--- config.mk ---
export PLATFORM = sky130hd
export DESIGN_NAME = mem_arbiter
export DESIGN_NICKNAME = d
export VERILOG_FILES = /design/src/rtl/mem_arb_pkg.sv /design/src/rtl/mem_arbiter.sv
export SDC_FILE = /design/constraint.sdc
export NUM_CORES = 1
export LEC_CHECK = 0
export ABC_CLOCK_PERIOD_IN_PS = 1800
export CORE_AREA = 2 2 275 277
export DETAILED_ROUTE_END_ITERATION = 10
export DIE_AREA = 0 0 277 279
export PLACE_DENSITY = 0.58
export SLEW_MARGIN = 10
export SYNTH_ARGS = -nofsm -noshare
export SYNTH_HDL_FRONTEND = slang
export SYNTH_SLANG_ARGS = --single-unit
--- constraint.sdc ---
create_clock -name clk -period 1.8 [get_ports clk]
set_clock_uncertainty 0.15 [all_clocks]
set_input_delay 0.36 -clock clk [delete_from_list [all_inputs] [get_ports clk]]
set_output_delay 0.36 -clock clk [all_outputs]
set_load 0.005 [all_outputs]
--- src/rtl/mem_arb_pkg.sv ---
// ============================================================================
// Module   : mem_arb_pkg
// Brief    : Shared types and constants for the main-memory line arbiter.
// Revision : 1.0 - initial release
// ============================================================================
`default_nettype none

package mem_arb_pkg;

  localparam int LINE_W_DEF = 128;
  localparam int TAG_W_DEF  = 9;

  localparam logic MEM_WE_READ  = 1'b0;
  localparam logic MEM_WE_WRITE = 1'b1;

  // Round-robin history: which requester was granted most recently
  localparam logic GRANT_I = 1'b0;
  localparam logic GRANT_D = 1'b1;

  typedef enum logic [2:0] {
    ST_IDLE   = 3'd0,
    ST_D_WB   = 3'd1,
    ST_D_RD   = 3'd2,
    ST_I_RD   = 3'd3,
    ST_FILL_D = 3'd4,
    ST_FILL_I = 3'd5
  } arb_state_t;

endpackage

`default_nettype wire

--- src/rtl/mem_arbiter.sv ---
// ============================================================================
// Module   : mem_arbiter
// Brief    : Arbitrates I-cache refills and D-cache refill/writebacks onto one
//            memory line port. Define ARB_RR_EN for round-robin tie-breaking.
// Revision : 1.0 - initial release
// ============================================================================
`default_nettype none

module mem_arbiter
  import mem_arb_pkg::*;
#(
  parameter int LINE_W = LINE_W_DEF,
  parameter int TAG_W  = TAG_W_DEF
) (
  input  logic              clk,
  input  logic              rst_n,
  input  logic              ic_miss,
  input  logic [TAG_W-1:0]  ic_miss_tag,
  output logic              ic_fill,
  output logic [LINE_W-1:0] ic_fill_line,
  output logic [TAG_W-1:0]  ic_fill_tag,
  input  logic              dc_miss,
  input  logic [TAG_W-1:0]  dc_miss_tag,
  input  logic              dc_wb,
  input  logic [TAG_W-1:0]  dc_wb_tag,
  input  logic [LINE_W-1:0] dc_wb_line,
  output logic              dc_fill,
  output logic [LINE_W-1:0] dc_fill_line,
  output logic [TAG_W-1:0]  dc_fill_tag,
  output logic              mem_req,
  output logic              mem_we,
  output logic [TAG_W-1:0]  mem_addr,
  output logic [LINE_W-1:0] mem_wdata,
  input  logic [LINE_W-1:0] mem_rdata,
  input  logic              mem_ready
);

  arb_state_t        state_q, state_d;
  logic [TAG_W-1:0]  miss_tag_q, miss_tag_d;
  logic [TAG_W-1:0]  wb_tag_q, wb_tag_d;
  logic [LINE_W-1:0] wb_line_q, wb_line_d;
  logic              wb_gap_q, wb_gap_d;
  logic [LINE_W-1:0] ic_line_q, ic_line_d;
  logic [TAG_W-1:0]  ic_tag_q, ic_tag_d;
  logic [LINE_W-1:0] dc_line_q, dc_line_d;
  logic [TAG_W-1:0]  dc_tag_q, dc_tag_d;
  logic              grant_dc, grant_ic;
`ifdef ARB_RR_EN
  logic              last_grant_q, last_grant_d;
`endif

  always_ff @(posedge clk or negedge rst_n) begin
    if (!rst_n) begin
      state_q      <= ST_IDLE;
      miss_tag_q   <= '0;
      wb_tag_q     <= '0;
      wb_line_q    <= '0;
      wb_gap_q     <= 1'b0;
      ic_line_q    <= '0;
      ic_tag_q     <= '0;
      dc_line_q    <= '0;
      dc_tag_q     <= '0;
`ifdef ARB_RR_EN
      last_grant_q <= GRANT_I;
`endif
    end else begin
      state_q      <= state_d;
      miss_tag_q   <= miss_tag_d;
      wb_tag_q     <= wb_tag_d;
      wb_line_q    <= wb_line_d;
      wb_gap_q     <= wb_gap_d;
      ic_line_q    <= ic_line_d;
      ic_tag_q     <= ic_tag_d;
      dc_line_q    <= dc_line_d;
      dc_tag_q     <= dc_tag_d;
`ifdef ARB_RR_EN
      last_grant_q <= last_grant_d;
`endif
    end
  end

  // Grant decision, only meaningful while IDLE
  always_comb begin
    grant_dc = 1'b0;
    grant_ic = 1'b0;
`ifdef ARB_RR_EN
    if (dc_miss && ic_miss) begin
      grant_dc = (last_grant_q == GRANT_I);
      grant_ic = (last_grant_q == GRANT_D);
    end else begin
      grant_dc = dc_miss;
      grant_ic = ic_miss;
    end
`else
    grant_dc = dc_miss;
    grant_ic = !dc_miss && ic_miss;
`endif
  end

  always_comb begin
    state_d      = state_q;
    miss_tag_d   = miss_tag_q;
    wb_tag_d     = wb_tag_q;
    wb_line_d    = wb_line_q;
    wb_gap_d     = wb_gap_q;
    ic_line_d    = ic_line_q;
    ic_tag_d     = ic_tag_q;
    dc_line_d    = dc_line_q;
    dc_tag_d     = dc_tag_q;
`ifdef ARB_RR_EN
    last_grant_d = last_grant_q;
`endif
    mem_req      = 1'b0;
    mem_we       = MEM_WE_READ;
    mem_addr     = '0;
    mem_wdata    = '0;

    case (state_q)
      ST_IDLE: begin
        if (grant_dc) begin
          miss_tag_d = dc_miss_tag;
`ifdef ARB_RR_EN
          last_grant_d = GRANT_D;
`endif
          if (dc_wb) begin
            wb_tag_d  = dc_wb_tag;
            wb_line_d = dc_wb_line;
            state_d   = ST_D_WB;
          end else begin
            state_d   = ST_D_RD;
          end
        end else if (grant_ic) begin
          miss_tag_d = ic_miss_tag;
`ifdef ARB_RR_EN
          last_grant_d = GRANT_I;
`endif
          state_d    = ST_I_RD;
        end
      end

      ST_D_WB: begin
        mem_req   = 1'b1;
        mem_we    = MEM_WE_WRITE;
        mem_addr  = wb_tag_q;
        mem_wdata = wb_line_q;
        if (mem_ready) begin
          wb_gap_d = 1'b1;
          state_d  = ST_D_RD;
        end
      end

      // The first D_RD cycle after a writeback is a dead cycle with no request
      ST_D_RD: begin
        if (wb_gap_q) begin
          wb_gap_d = 1'b0;
        end else begin
          mem_req  = 1'b1;
          mem_addr = miss_tag_q;
          if (mem_ready) begin
            dc_line_d = mem_rdata;
            dc_tag_d  = miss_tag_q;
            state_d   = ST_FILL_D;
          end
        end
      end

      ST_I_RD: begin
        mem_req  = 1'b1;
        mem_addr = miss_tag_q;
        if (mem_ready) begin
          ic_line_d = mem_rdata;
          ic_tag_d  = miss_tag_q;
          state_d   = ST_FILL_I;
        end
      end

      ST_FILL_D: state_d = ST_IDLE;
      ST_FILL_I: state_d = ST_IDLE;
      default:   state_d = ST_IDLE;
    endcase
  end

  assign ic_fill      = (state_q == ST_FILL_I);
  assign ic_fill_line = ic_line_q;
  assign ic_fill_tag  = ic_tag_q;
  assign dc_fill      = (state_q == ST_FILL_D);
  assign dc_fill_line = dc_line_q;
  assign dc_fill_tag  = dc_tag_q;

endmodule

`default_nettype wire

# Yosys cells after proc, flatten, opt, wreduce, memory -nomap -nowiden

Cells that the tools add are included.
Widths: inputs -> output; s select.

Order comparisons: 0
Mux-type cells: 18
$mul: 0
Equality and inequality tests: 10
Divide/modulo/power cells: 0
Bitwise operators: 1
Shifts and indexed selects: 0
Add/subtract/negate cells: 0
Reduce and logical (&&, ||, !) cells: 12

Operator list:

| operator           | count |
|---|---|
| $mux 128           | 1 |
| $mux 9             | 3 |
| $pmux 9 s3         | 1 |
| $mux 3             | 6 |
| $pmux 3 s4         | 1 |
| $ne 2x2->1 const B | 4 |
| $eq 3x2->1 const B | 2 |
| $eq 3x3->1 const B | 2 |
| $reduce_and 2->1   | 3 |
| $reduce_and 3->1   | 2 |
| $reduce_and 5->1   | 1 |
| $pmux 1 s2         | 2 |
| $reduce_bool 2->1  | 2 |
| $eq 3x1->1 const B | 1 |
| $logic_not 3->1    | 1 |
| $mux 1             | 3 |
| $ne 3x3->1 const B | 1 |
| $mux 2             | 1 |
| $reduce_or 2->1    | 1 |
| $logic_and 1x1->1  | 1 |
| $logic_not 1->1    | 1 |
| $not 1->1          | 1 |

Memory bits (read-only): 0
Latch bits: 0
Output and inout bits: 415
Flip-flop bits (word level): 424
Logic and storage cells: 50
Memories kept: 0
RAM bits: 0

# Logic depth before layout (Yosys ltp)

Gate-level depths: netlist of run 1.

Depth after elaboration: 5
Depth in mapped cells: 6
Gate-level depth less buffers: 3

# Worst setup path after synthesis of run 1

OpenSTA, ideal clock, no wires.

Kind: reg-to-output
Start: reg state_q[2]
End: out mem_wdata[100]
Data required time: 1.290 ns
Buffers on the path: 3
Setup slack: -0.010 ns
Cell stages (with the launch flop): 6
Data arrival time: 1.300 ns
Cell sequence: dfrtp_1 -> buf_6 -> nor3_2 -> buf_2 -> clkbuf_1 -> and2_1

Cells in the longest elaborated chain, start to end: 2

Ends and longest elaborated chain:

| what                   | RTL line           | text |
|---|---|---|
| from (decl)            | mem_arbiter.sv:38  | `arb_state_t state_q, state_d;` |
| from (signal assigned) | mem_arbiter.sv:67  | `state_q <= state_d;` |
| $eq 3x1->1             | mem_arbiter.sv:118 | `case (state_q)` |
| $mux 128               | mem_arbiter.sv:118 |  |
| to (decl)              | mem_arbiter.sv:33  | `output logic [LINE_W-1:0] mem_wdata,` |

Every way passes these cells.

# Worst setup path after layout of run 1

Start: reg state_q[0]
End: out mem_wdata[90]

The elaborated chain is that of the path after synthesis.

==> impl_metrics.ini, run 1 <==
[run_status]
run_status = finished, violations left
failed_checks = negative setup slack

[drt]
wl_per_cell_um = 21.3
route.antenna.remaining_nets = 0
drt_iter0_markers = 373
vias = 12400
detail_route.drc_violations = 0
count_of_tritonroute_iterations_in_the_first_routing_pass = 4
vias_per_cell = 4.18
route.final.wire_length_mm = 63.4

[timing]
setup_viol = 821
timing.setup.tns_ns = -256.22
finalCriticalPeriod_ns = 2.65
grt_setup_unrepaired = true
fin_ws_ns = -0.853
drv_slew = 0
report.final.hold_viol_count = 0
max_clock_freq_ghz = 0.377
hold_slack_final_ns = 0.0653
max_slew.worst_pin.slew_ns = 0.489
finalCritPeriodShare_pct = 147
slew_headroom_pct = 67.4

[critical_path]
worstSetupEndpointType = primary output
critical_path.startpoint_type = register
timing_worst_setup_path_type = register to primary output
worst_ep_required_time_ns = 1.29
worst-r2r-setup-slack_ns = -0.47
crit_path_max_fanout = 7
worst-endpoint-arrival_ns = 2.14

[cells_and_area]
finish.cell_count_without_fillers = 2972
finalNetCount = 2251
drive_above_1_share_pct = 48.1
flow.area_growth_from_synthesis_pct = 78.1
design_area_um2 = 30100

[grt]
grt_util_all_layers_pct = 14.9
grt_first_pass_wirelength_mm = 87.9
grt_max_degree = 87
antenna_found_initial = 4
grt_pass1_vias = 13700
overflow = 0

[placement]
placed_cells_incl_taps = 2775
gp_congestion = 0.817
dp_worst_setup_slack_ns = -0.527
area_after_dpl_um2 = 25700
placement.io_buffers = 703
dpl.hpwl_mm = 42.8

[synthesis]
synth-seq-area-share_pct = 62.8
synthDominantCellAreaShare_pct = 62.8
synth-main-ff-cell = dfrtp_1
netlist_top_cells_count = 424 x dfrtp_1, 418 x mux2_2, 130 x and2_1
synth.most_common_cell = dfrtp_1
yosys_warnings = 0
synth.net_count = 1374
synth.top_cells.by_area = dfrtp_1 63%, mux2_2 28%, and2_1 4.8%, buf_2 0.86%, buf_4 0.80%
syn-cell-area_um2 = 16900
synth_cell_types = 28
synth-seq-cells = 424
syn_inst = 1085
asyncSetResetFlopFracSynth_pct = 100
synth_top_area_cell = dfrtp_1
post_synth.cell_area_avg_um2 = 15.6
synth_edf_count = 0

[floorplanning]
io_pins = 704
core_region_area_um2 = 74100
fp.dieArea_um2 = 77300
die_h_um = 279
die_w_um = 277
floorplan.initialDensity_pct = 22.8
placementRows = 100

[clock_tree]
tritoncts.num_buffers = 48
cts_num_sinks = 424
cts-root-buf = clkbuf_16
cts_buffer_depth = 3
htree_levels = 2
worstSkewPairLatency_ns = 0.58
clk_pin_slew_ns = 0.06
tritoncts = built

[hold_path]
worst_hold_path_type = primary input to async pin

[power]
p_per_area_nw_per_um2 = 1750
peakVddDrop_mv = 0.972
p_leak_uw = 0.0133

[job]
max-cap-violations = 0
[flip-flops by register name, indices dropped and copies added (netlist names)]
| name | flops |
|---|---|
| wb_gap_q | 1 |
| ic_fill_tag | 9 |
| state_q | 3 |
| dc_fill_tag | 9 |
| miss_tag_q | 9 |
| wb_tag_q | 9 |
| dc_fill_line | 128 |
| wb_line_q | 128 |
| ic_fill_line | 128 |
[report_power, final]
group	internal, uW	switching (uW)	total [uW]
logic	16800	8120	25000
registers	14400	2870	17300
clock network	6320	4080	10400
total	37600	15100	52700
[cells in the final DEF, fill, tap and decap left out, drive strengths merged, types with 2 or more instances in the layout]
cell type	synthesis	layout
clkinvlp	0	2
inv	1	4
diode	0	2
nand3	1	2
nor4	2	2
mux2	429	429
dlymetal6s2s	0	14
and2	130	130
clkbuf	13	83
bufinv	0	6
nor3	2	2
clkinv	0	11
nor2	4	4
nand2	3	3
a22o	9	9
nand2b	2	2
buf	51	308
nor2b	4	4
clkdlybuf4s50	0	547
dfrtp	424	424
clkdlybuf4s15	0	4
nor3b	2	2
[per-stage QoR]
stage / total power [uW] / util (%)
floorplan: 24300 / -
global placement: 36800 / 34.7
detailed placement: 37200 / 34.7
CTS: 51300 / 39.0
global route: 55400 / 40.7
finish: 52700 / 40.7
[timing repair]
item                                    4_1_cts  5_1_grt
hold buffers                                  1        0
gates cloned                                 16       19
endpoints found under the hold margin       414        0
pin swaps                                    72       28
resized for setup                           828      245
endpoints found under the setup margin      834      834
buffers inserted                             52       43
[kinds of logic (layout without fill, tap and decap cells)]
family | Yosys count | in the layout | synth area share (%)
flops | 424 | 424 | 62.8
other cells | 0 | 2 | 0
simple gates | 152 | 153 | 5.68
mux | 430 | 430 | 28.6
buf+inv | 65 | 980 | 2.24
compound gates | 14 | 14 | 0.681
[worst max-delay path, stage by stage, from the launching register on]
cell and delay, ns:
dfrtp_1 0.36, inv_2 0.06, nor3_4 0.25, clkbuf_16 0.21, buf_12 0.11, buf_12 0.09, buf_12 0.12, buf_4 0.10
and2_4 0.14, buf_6 0.09
[layout make-up]
type                       instances  area [um2]
antenna                            2        5.00
clock buffer                      67        1400
fill                            6876       44000
multi-input combinational        597        6690
inverter                           1        3.75
timing repair buffer             890        9900
clock inverter                    22         288
tap                              969        1210
sequential                       424       10600
[layer usage]
metal	global-route usage (%)	up-vias	share of wire, %	wire, um
li1	-	5549	-	-
met1	16.1	6304	37	23500
met2	27.1	493	53	33300
met3	5.41	71	8.3	5240
met4	4.28	4	2.1	1320
met5	0	-	0.036	23
[path summary, 6_finish.rpt]
check	end	cells past startpoint	start
worst max-delay path	mem_wdata[90]	9	state_q[0]
worst min register to register	wb_line_q[120]	1	wb_line_q[120]
max in group asynchronous	ic_fill_line[119]	3	rst_n
worst min-delay path	dc_fill_line[3]	2	rst_n
worst max register to register	wb_line_q[116]	10	state_q[1]
min in group clk	wb_tag_q[7]	2	dc_wb_tag[7]
(Power assumes the default switching activity.)
==> run 2, diff against run 1 <==
Settings changed: CTS_CLUSTER_SIZE set to 10.
==> run 2 against run 1 <==
Critical path depth up 1. Clock-buffer cell count down 7. Critical endpoint is now mem_wdata[56]. Die area unchanged. Non-clock buffer count down 27. Global-route usage down 0.77 points. Wire length down 4.4%. Largest cell class unchanged. Clock power down 14%. Via count down 1.5%. The run still ends with negative setup slack left. Power down 5.3%. Combinational power down 5%.
==> impl_metrics.ini, run 2 (synthesis gave the netlist of run 1 again) <==
[run_status]
run_status = finished, violations left
failed_checks = negative setup slack

[clock_tree]
clk_pin_slew_ns = 0.06
htree_levels = 2
tritoncts.num_buffers = 50
cts-root-buf = clkbuf_16
cts_buffer_depth = 3
cts_num_sinks = 424
worstSkewPairLatency_ns = 0.57
tritoncts = built

[timing]
finalCriticalPeriod_ns = 2.64
fin_ws_ns = -0.844
report.final.hold_viol_count = 0
max_clock_freq_ghz = 0.378
slew_headroom_pct = 67.5
max_slew.worst_pin.slew_ns = 0.488
finalCritPeriodShare_pct = 147
grt_setup_unrepaired = true
hold_slack_final_ns = 0.0772
drv_slew = 0
setup_viol = 835

[cells_and_area]
finalNetCount = 2225
drive_above_1_share_pct = 46.2
flow.area_growth_from_synthesis_pct = 71.0
finish.cell_count_without_fillers = 2920
layout_common_cells = 561 x clkdlybuf4s50_1, 424 x dfrtp_1, 381 x mux2_2
final_common_cell = clkdlybuf4s50_1

[drt]
wl_per_cell_um = 20.7
drt_iter0_markers = 456
route.antenna.remaining_nets = 0
vias = 12200
route.final.wire_length_mm = 60.6
vias_per_cell = 4.19
detail_route.drc_violations = 0
count_of_tritonroute_iterations_in_the_first_routing_pass = 4

[power]
p_leak_uw = 0.0126
p_per_area_nw_per_um2 = 1730
power.clock.fraction_pct = 18.0
comb_power_share_pct = 47.5
cell_int_power_uw = 35500
power_frac_seq_pct = 34.6
p_sw_uw = 14300
total_power_uw = 49900
peakVddDrop_mv = 0.973
proportion_of_total_power_due_to_net_switching_pct = 28.8

[critical_path]
worstSetupEndpointType = primary output
worst_ep_required_time_ns = 1.29
timing_worst_setup_path_type = register to primary output
cell_count_of_the_worst_reg_to_reg_path = 9
critical_path.startpoint_type = register
worst-endpoint-arrival_ns = 2.13
crit_path_max_fanout = 5

[grt]
grt_max_degree = 87
antenna_found_initial = 4
grt_pass1_vias = 13300
grt_first_pass_wirelength_mm = 83.9
grt_util_all_layers_pct = 14.1
overflow = 0

[floorplanning]
io_pins = 704
fp.dieArea_um2 = 77300
die_w_um = 277
die_h_um = 279
core_region_area_um2 = 74100
floorplan.initialDensity_pct = 22.8
placementRows = 100

[placement]
gp_congestion = 0.817
dpl.hpwl_mm = 42.8
placement.io_buffers = 703
placed_cells_incl_taps = 2775

[hold_path]
worst_hold_path_type = primary input to async pin

[job]
max-cap-violations = 0
[run 2: cell types whose count changed in the layout (fill, tap and decap cells not counted), moves of 10 or more]
cell and delta:
dlymetal6s2s_1 -10, mux2_4 -63, clkbuf_16 +10, buf_6 -45, clkbuf_2 +30, mux2_2 +60
buf_12 -19, clkdlybuf4s50_1 +14
[run 2: worst max-delay path: stages, from the launching register on]
cell and delay [ns]:
dfrtp_1 0.36, inv_2 0.07, nor3_4 0.21, buf_12 0.16, buf_12 0.11, buf_12 0.10, buf_16 0.12, buf_12 0.10
buf_6 0.08, and2_4 0.15, buf_6 0.09
[run 2: metrics by stage]
stage | utilization, % | setup TNS, ns | cell area (um2) | setup WS, ns
floorplan | - | -0.203 | 16900 | -0.0101
global route | 39.0 | -359.44 | 28900 | -0.975
global placement | 34.7 | -180.25 | 25700 | -0.527
finish | 39.0 | -298.42 | 28900 | -0.844
CTS | 36.8 | -300.41 | 27300 | -1.16
detailed placement | 34.7 | -190.02 | 25700 | -0.527
[run 2: power groups by stage]
stage / Sequential [uW] / Combinational [uW] / Clock [uW]
6_report: 17200 / 23700 / 8970
5_1_grt: 17800 / 25100 / 9700
4_1_cts: 17100 / 20700 / 9330
3_5_place_dp: 17100 / 20100 / 0
3_3_place_gp: 17000 / 19800 / 0
2_1_floorplan: 16800 / 7490 / 0
[run 2: per-layer routing]
metal  vias to the layer above  wire length (um)  track usage [%]
li1                       5462                 -                -
met1                      6198             22200             15.3
met2                       484             31900             25.6
met3                        82              4940             5.30
met4                         4              1470             3.99
met5                         -                23                0
[run 2: path summary, 6_finish.rpt]
| check | from | to | slack (ns) |
|---|---|---|---|
| max | state_q[0] | mem_wdata[56] | -0.84 |
| min | rst_n | dc_fill_line[3] | 0.08 |
| max reg2reg | state_q[2] | ic_fill_line[16] | -0.45 |
| min reg2reg | wb_line_q[120] | wb_line_q[120] | 0.33 |
| max in group asynchronous | rst_n | wb_tag_q[8] | 0.68 |
| min in group clk | dc_wb_line[79] | wb_line_q[79] | 0.25 |
[run 2: area by class of cell]
| class | count | area, um2 |
|---|---|---|
| well taps | 969 | 1210 |
| inverters | 1 | 3.75 |
| diodes | 2 | 5.00 |
| fillers | 6985 | 45200 |
| clock inverters | 5 | 28.8 |
| flip-flops and latches | 424 | 10600 |
| repair buffers | 863 | 9260 |
| clock buffers | 60 | 1360 |
| multi-input cells | 596 | 6430 |
[run 2: what timing repair did]
item,CTS,global route
hold buffers,1,0
cloned,3,27
hold endpoints to repair,388,0
pin swaps,2,65
buffers inserted,5,45
endpoints found under the setup margin,834,835
resized for setup,158,566
==> edit 1, RTL diff (settings of run 1) <==
Take the reset off `dc_tag_q` and load it in a clocked block of its own.
--- a/src/rtl/mem_arbiter.sv
+++ b/src/rtl/mem_arbiter.sv
@@ -59,7 +59,6 @@
       ic_line_q    <= '0;
       ic_tag_q     <= '0;
       dc_line_q    <= '0;
-      dc_tag_q     <= '0;
 `ifdef ARB_RR_EN
       last_grant_q <= GRANT_I;
 `endif
@@ -72,11 +71,14 @@
       ic_line_q    <= ic_line_d;
       ic_tag_q     <= ic_tag_d;
       dc_line_q    <= dc_line_d;
-      dc_tag_q     <= dc_tag_d;
 `ifdef ARB_RR_EN
       last_grant_q <= last_grant_d;
 `endif
     end
+  end
+
+  always_ff @(posedge clk) begin
+    dc_tag_q <= dc_tag_d;
   end
 
   // Grant decision, only meaningful while IDLE
Behaviour: differs if rst_n is asserted again (counterexample within 4 cycles, from zero or initial values and one cycle with rst_n low); with rst_n held inactive, the same outputs for 4 cycles.
==> edit 1 against run 1 <==
The run still ends with setup timing left. Wire length decreased by 12%. First-iteration DRC count decreased by 13%. Sequential cell count unchanged. Worst setup slack worse by 0.14 ns. Power shrank 11%. Cell area shrank 9.3%. Area after synthesis decreased by 0.21%. Critical endpoint is now mem_wdata[46]. Highest routed layer unchanged.
==> edit 1: results (changes against run 1) <==
Mapped Cells: 1076 (-0.83%)
PnR worst setup slack: -0.992 ns (-0.139 ns)
WL final: 55800 µm (-12%)
Largest net degree at the start of global routing: 70 (-20%)
Top cells by area, synth: dfrtp_1 (62%), mux2_2 (27%), and2_1 (4.8%)
Post-synthesis mux area share: 0.281 (-0.00541)
Failing checks: setup timing
EDFF count, synth: 9 (+9)
Critical path arrival: 2.28 ns (+0.14 ns)
Syn Nets: 1365 (-0.66%)
Status: complete, but fails checks
Root Buffer Master: clkbuf_16
Layout area overhead: 62.0%
Initial antenna violation count: 2 (-2)
Final setup violation count: 815 (-0.73%)
Number of remaining DRC errors: 0 (unchanged)
Hold Crit Class: input pin to async pin
IO buf count: 703 (unchanged)
Leakage: 11.7 nW (-12%)
Sw Pwr: 13.4 mW (-11%)
CTS buffer count: 47 (-2.1%)
Placed cells: 2772 (-0.11%)
Ant diodes: 0 (-2)
Post-cts gate resize count: 144 (-83%)
Total GRT Usage: 0.142 (-0.00631)
First-iteration detailed-routing DRC count: 325 (-13%)
Vias per inst: 4.11 (-1.7%)
Post-cts hold buffer count: 1 (unchanged)
Post-synth top cells: dfrtp_1 (415), mux2_2 (397), and2_1 (130)
Register area share after synthesis: 0.632 (+0.00397)
Routed vias: 11800 (-5.2%)
Share of cells above drive strength 1: 0.347 (-0.134)
Insertion delay to the later sink of the worst-skew pair: 0.58 ns (about the same)
Placed Area: 0.0258 mm² (+0.39%)
VDD IR max: 0.00104 V (+7.3%)
Worst slack at placement: -0.556 ns (-0.0282 ns)
Nets: 2145 (-4.7%)
GP Congestion: 0.814 (-0.32%)
Routed Antenna Nets: 0 (unchanged)
Synthesized-area fraction occupied by xor and xnor cells: 0 (unchanged)
Setup TNS: -211.47 ns (+44.75 ns)
Highest fanout seen on the critical path: 10 (+3)
Asr flop ratio synth: 0.979 (-0.0212)
Vias in the first global route: 13500 (-1.9%)
Fillers: 7102 (+3.3%)
Wire length of the first global-routing pass: 84900 µm (-3.4%)
HPWL after DPL: 42800 µm (+0.19%)
YS warnings: 0 (unchanged)
Compound-Gate Fraction of Synth Area: 0.00682 (+0.0000141)
First drt pass iteration count: 3 (-1)
Post-synth cell types: 30 (+7.1%)
Post-CTS setup buffer count: 1 (-98%)
Adder-cell share of the synthesized area: 0 (unchanged)
Slew @ Worst Pin: 0.424 ns (-0.0653 ns)
## edit 1: power groups by stage
stage | Combinational, mW | Clock (mW) | Sequential, mW
floorplan | 7.36 | 0 | 16.7
global placement | 19.7 | 0 | 17.0
detailed placement | 20.0 | 0 | 17.2
CTS | 20.0 | 10.6 | 17.1
global route | 20.8 | 11.0 | 17.7
finish | 19.4 | 10.3 | 17.0
## edit 1: final cells by class
class / instances / area (µm²) / share of cell area
tap: 969 / 1210 / 0.0444
sequential: 424 / 10700 / 0.390
clock inverter: 24 / 310 / 0.0114
clock buffer: 64 / 1350 / 0.0494
inverter: 2 / 7.51 / 0.000275
timing repair buffer: 794 / 7930 / 0.290
multi-input combinational: 587 / 5860 / 0.214
## edit 1: critical path, cell delays in order (launching register included)
cell             delay (ns)
dfrtp_2                0.44
nor3_4                 0.22
buf_4                  0.17
bufbuf_16              0.25
and2_1                 0.13
clkdlybuf4s50_1        0.50
## edit 1: layer usage
metal,vias to the layer above,wire (µm),global-route usage
met5,-,29,0
met4,4,1510,0.0435
met3,88,5320,0.0582
met2,488,27900,0.251
met1,5882,21100,0.156
li1,5310,-,-
## edit 1: worst paths after layout
kind                                                 start                      endpoint  slack (ns)  cells after the start
min in group clk                           dc_wb_line[124]    wb_line_q[124]$_DFFE_PN0P_        0.22                      2
worst max-delay path                state_q[2]$_DFFE_PN0P_                 mem_wdata[46]       -0.99                      5
max in group asynchronous                            rst_n     wb_line_q[70]$_DFFE_PN0P_        0.62                      3
worst min-delay path                                 rst_n  dc_fill_line[36]$_DFFE_PN0P_        0.14                      2
worst max register to register      state_q[1]$_DFFE_PN0P_     wb_line_q[13]$_DFFE_PN0P_       -0.27                      6
worst min register to register  wb_line_q[123]$_DFFE_PN0P_    wb_line_q[123]$_DFFE_PN0P_        0.32                      1
==> edit 2, RTL diff (config.mk and constraints of run 1) <==
Without the edit above. `LINE_W_DEF`: 128 -> 132.
--- a/src/rtl/mem_arb_pkg.sv
+++ b/src/rtl/mem_arb_pkg.sv
@@ -7,7 +7,7 @@
 
 package mem_arb_pkg;
 
-  localparam int LINE_W_DEF = 128;
+  localparam int LINE_W_DEF = 132;
   localparam int TAG_W_DEF  = 9;
 
   localparam logic MEM_WE_READ  = 1'b0;
Interface: changed (5 resized); port bits go from 704 to 724. No check against the original RTL was run, so the function may have changed too.
==> edit 2 against run 1 <==
The run still ends with setup timing left. Worst setup slack worse by 0.15 ns. Area after synthesis is 2.9% higher. Wire length is 0.29% lower. Cell area is 0.51% lower. Sequential cell count is 12 higher. First-iteration DRC count is 8.6% lower. Power hardly changed. Fmax is 5.3% lower. Register-to-register slack worse by 0.09 ns. Largest power group unchanged.
==> edit 2: results (changes against run 1) <==
Wire length of the first global-routing pass: 86200 µm (-1.9%)
Setup TNS: -325.76 ns (-69.54 ns)
Fillers: 6906 (+0.44%)
VDD IR max: 0.000879 V (-9.6%)
Share of cells above drive strength 1: 0.435 (-0.0459)
Highest fanout seen on the critical path: 13 (+6)
First drt pass iteration count: 6 (+2)
Initial antenna violation count: 2 (-2)
Vias per inst: 4.20 (+0.61%)
Ant diodes: 1 (-1)
Top cells by area, synth: dfrtp_1 (63%), mux2_2 (23%), mux2_1 (6.0%)
Net Sw Frac: 0.286 (-0.000824)
Max-slew headroom: 0.722 (+0.0486)
PnR worst setup slack: -1.00 ns (-0.149 ns)
Flop pwr share: 0.336 (+0.007)
Post-synth top cells: dfrtp_1 (436), mux2_2 (348), and2_1 (134)
Clk sinks: 436 (+2.8%)
Avg WL per Cell: 21.0 µm (-1.4%)
Status: complete, but fails checks
Vias in the first global route: 13400 (-2.5%)
IO buf count: 723 (+2.8%)
Final setup violation count: 859 (+4.6%)
CTS buffer count: 49 (+2.1%)
Reg-to-Reg End: wb_line_q[4]$_DFFE_PN0P_
HPWL after DPL: 44100 µm (+3.2%)
End of the critical path: mem_wdata[63]
Syn Nets: 1411 (+2.7%)
Comb power frac: 0.459 (-0.015)
Failing checks: setup timing
Hold slack final: 0.167 ns (+0.102 ns)
Count of multi-input gates: 612 (+2.5%)
WL final: 63200 µm (-0.29%)
Fraction of area in multi-input gates: 0.220 (-0.00224)
## edit 2: cell count changes after synthesis, moves of 3 or more
cell / change
mux2_1: +82
dfrtp_1: +12
buf_6: +5
buf_4: -6
clkbuf_1: +3
and2_1: +4
mux2_2: -70
## edit 2: critical path, stage by stage (launching register included)
cell and delay, ns:
dfrtp_1 0.36, inv_2 0.06, nor3_4 0.20, buf_4 0.16
bufbuf_16 0.28, and2_1 0.14, clkdlybuf4s50_1 0.51
## edit 2: per-layer routing
metal  GRT usage  vias up  routed length, µm
li1            -     5659                  -
met2       0.260      432              32700
met1       0.166     6437              24200
met5           0        -                  0
met3      0.0468      107               4550
met4      0.0399        0               1720
## edit 2: logic make-up after synthesis
family | count (synthesis) | share of synthesized area
multiplexers | 442 | 0.286
AO/OA/AOI/OAI | 14 | 0.00640
AND/OR/NAND/NOR | 156 | 0.0580
buffers and inverters | 66 | 0.0227
flip-flops | 436 | 0.627
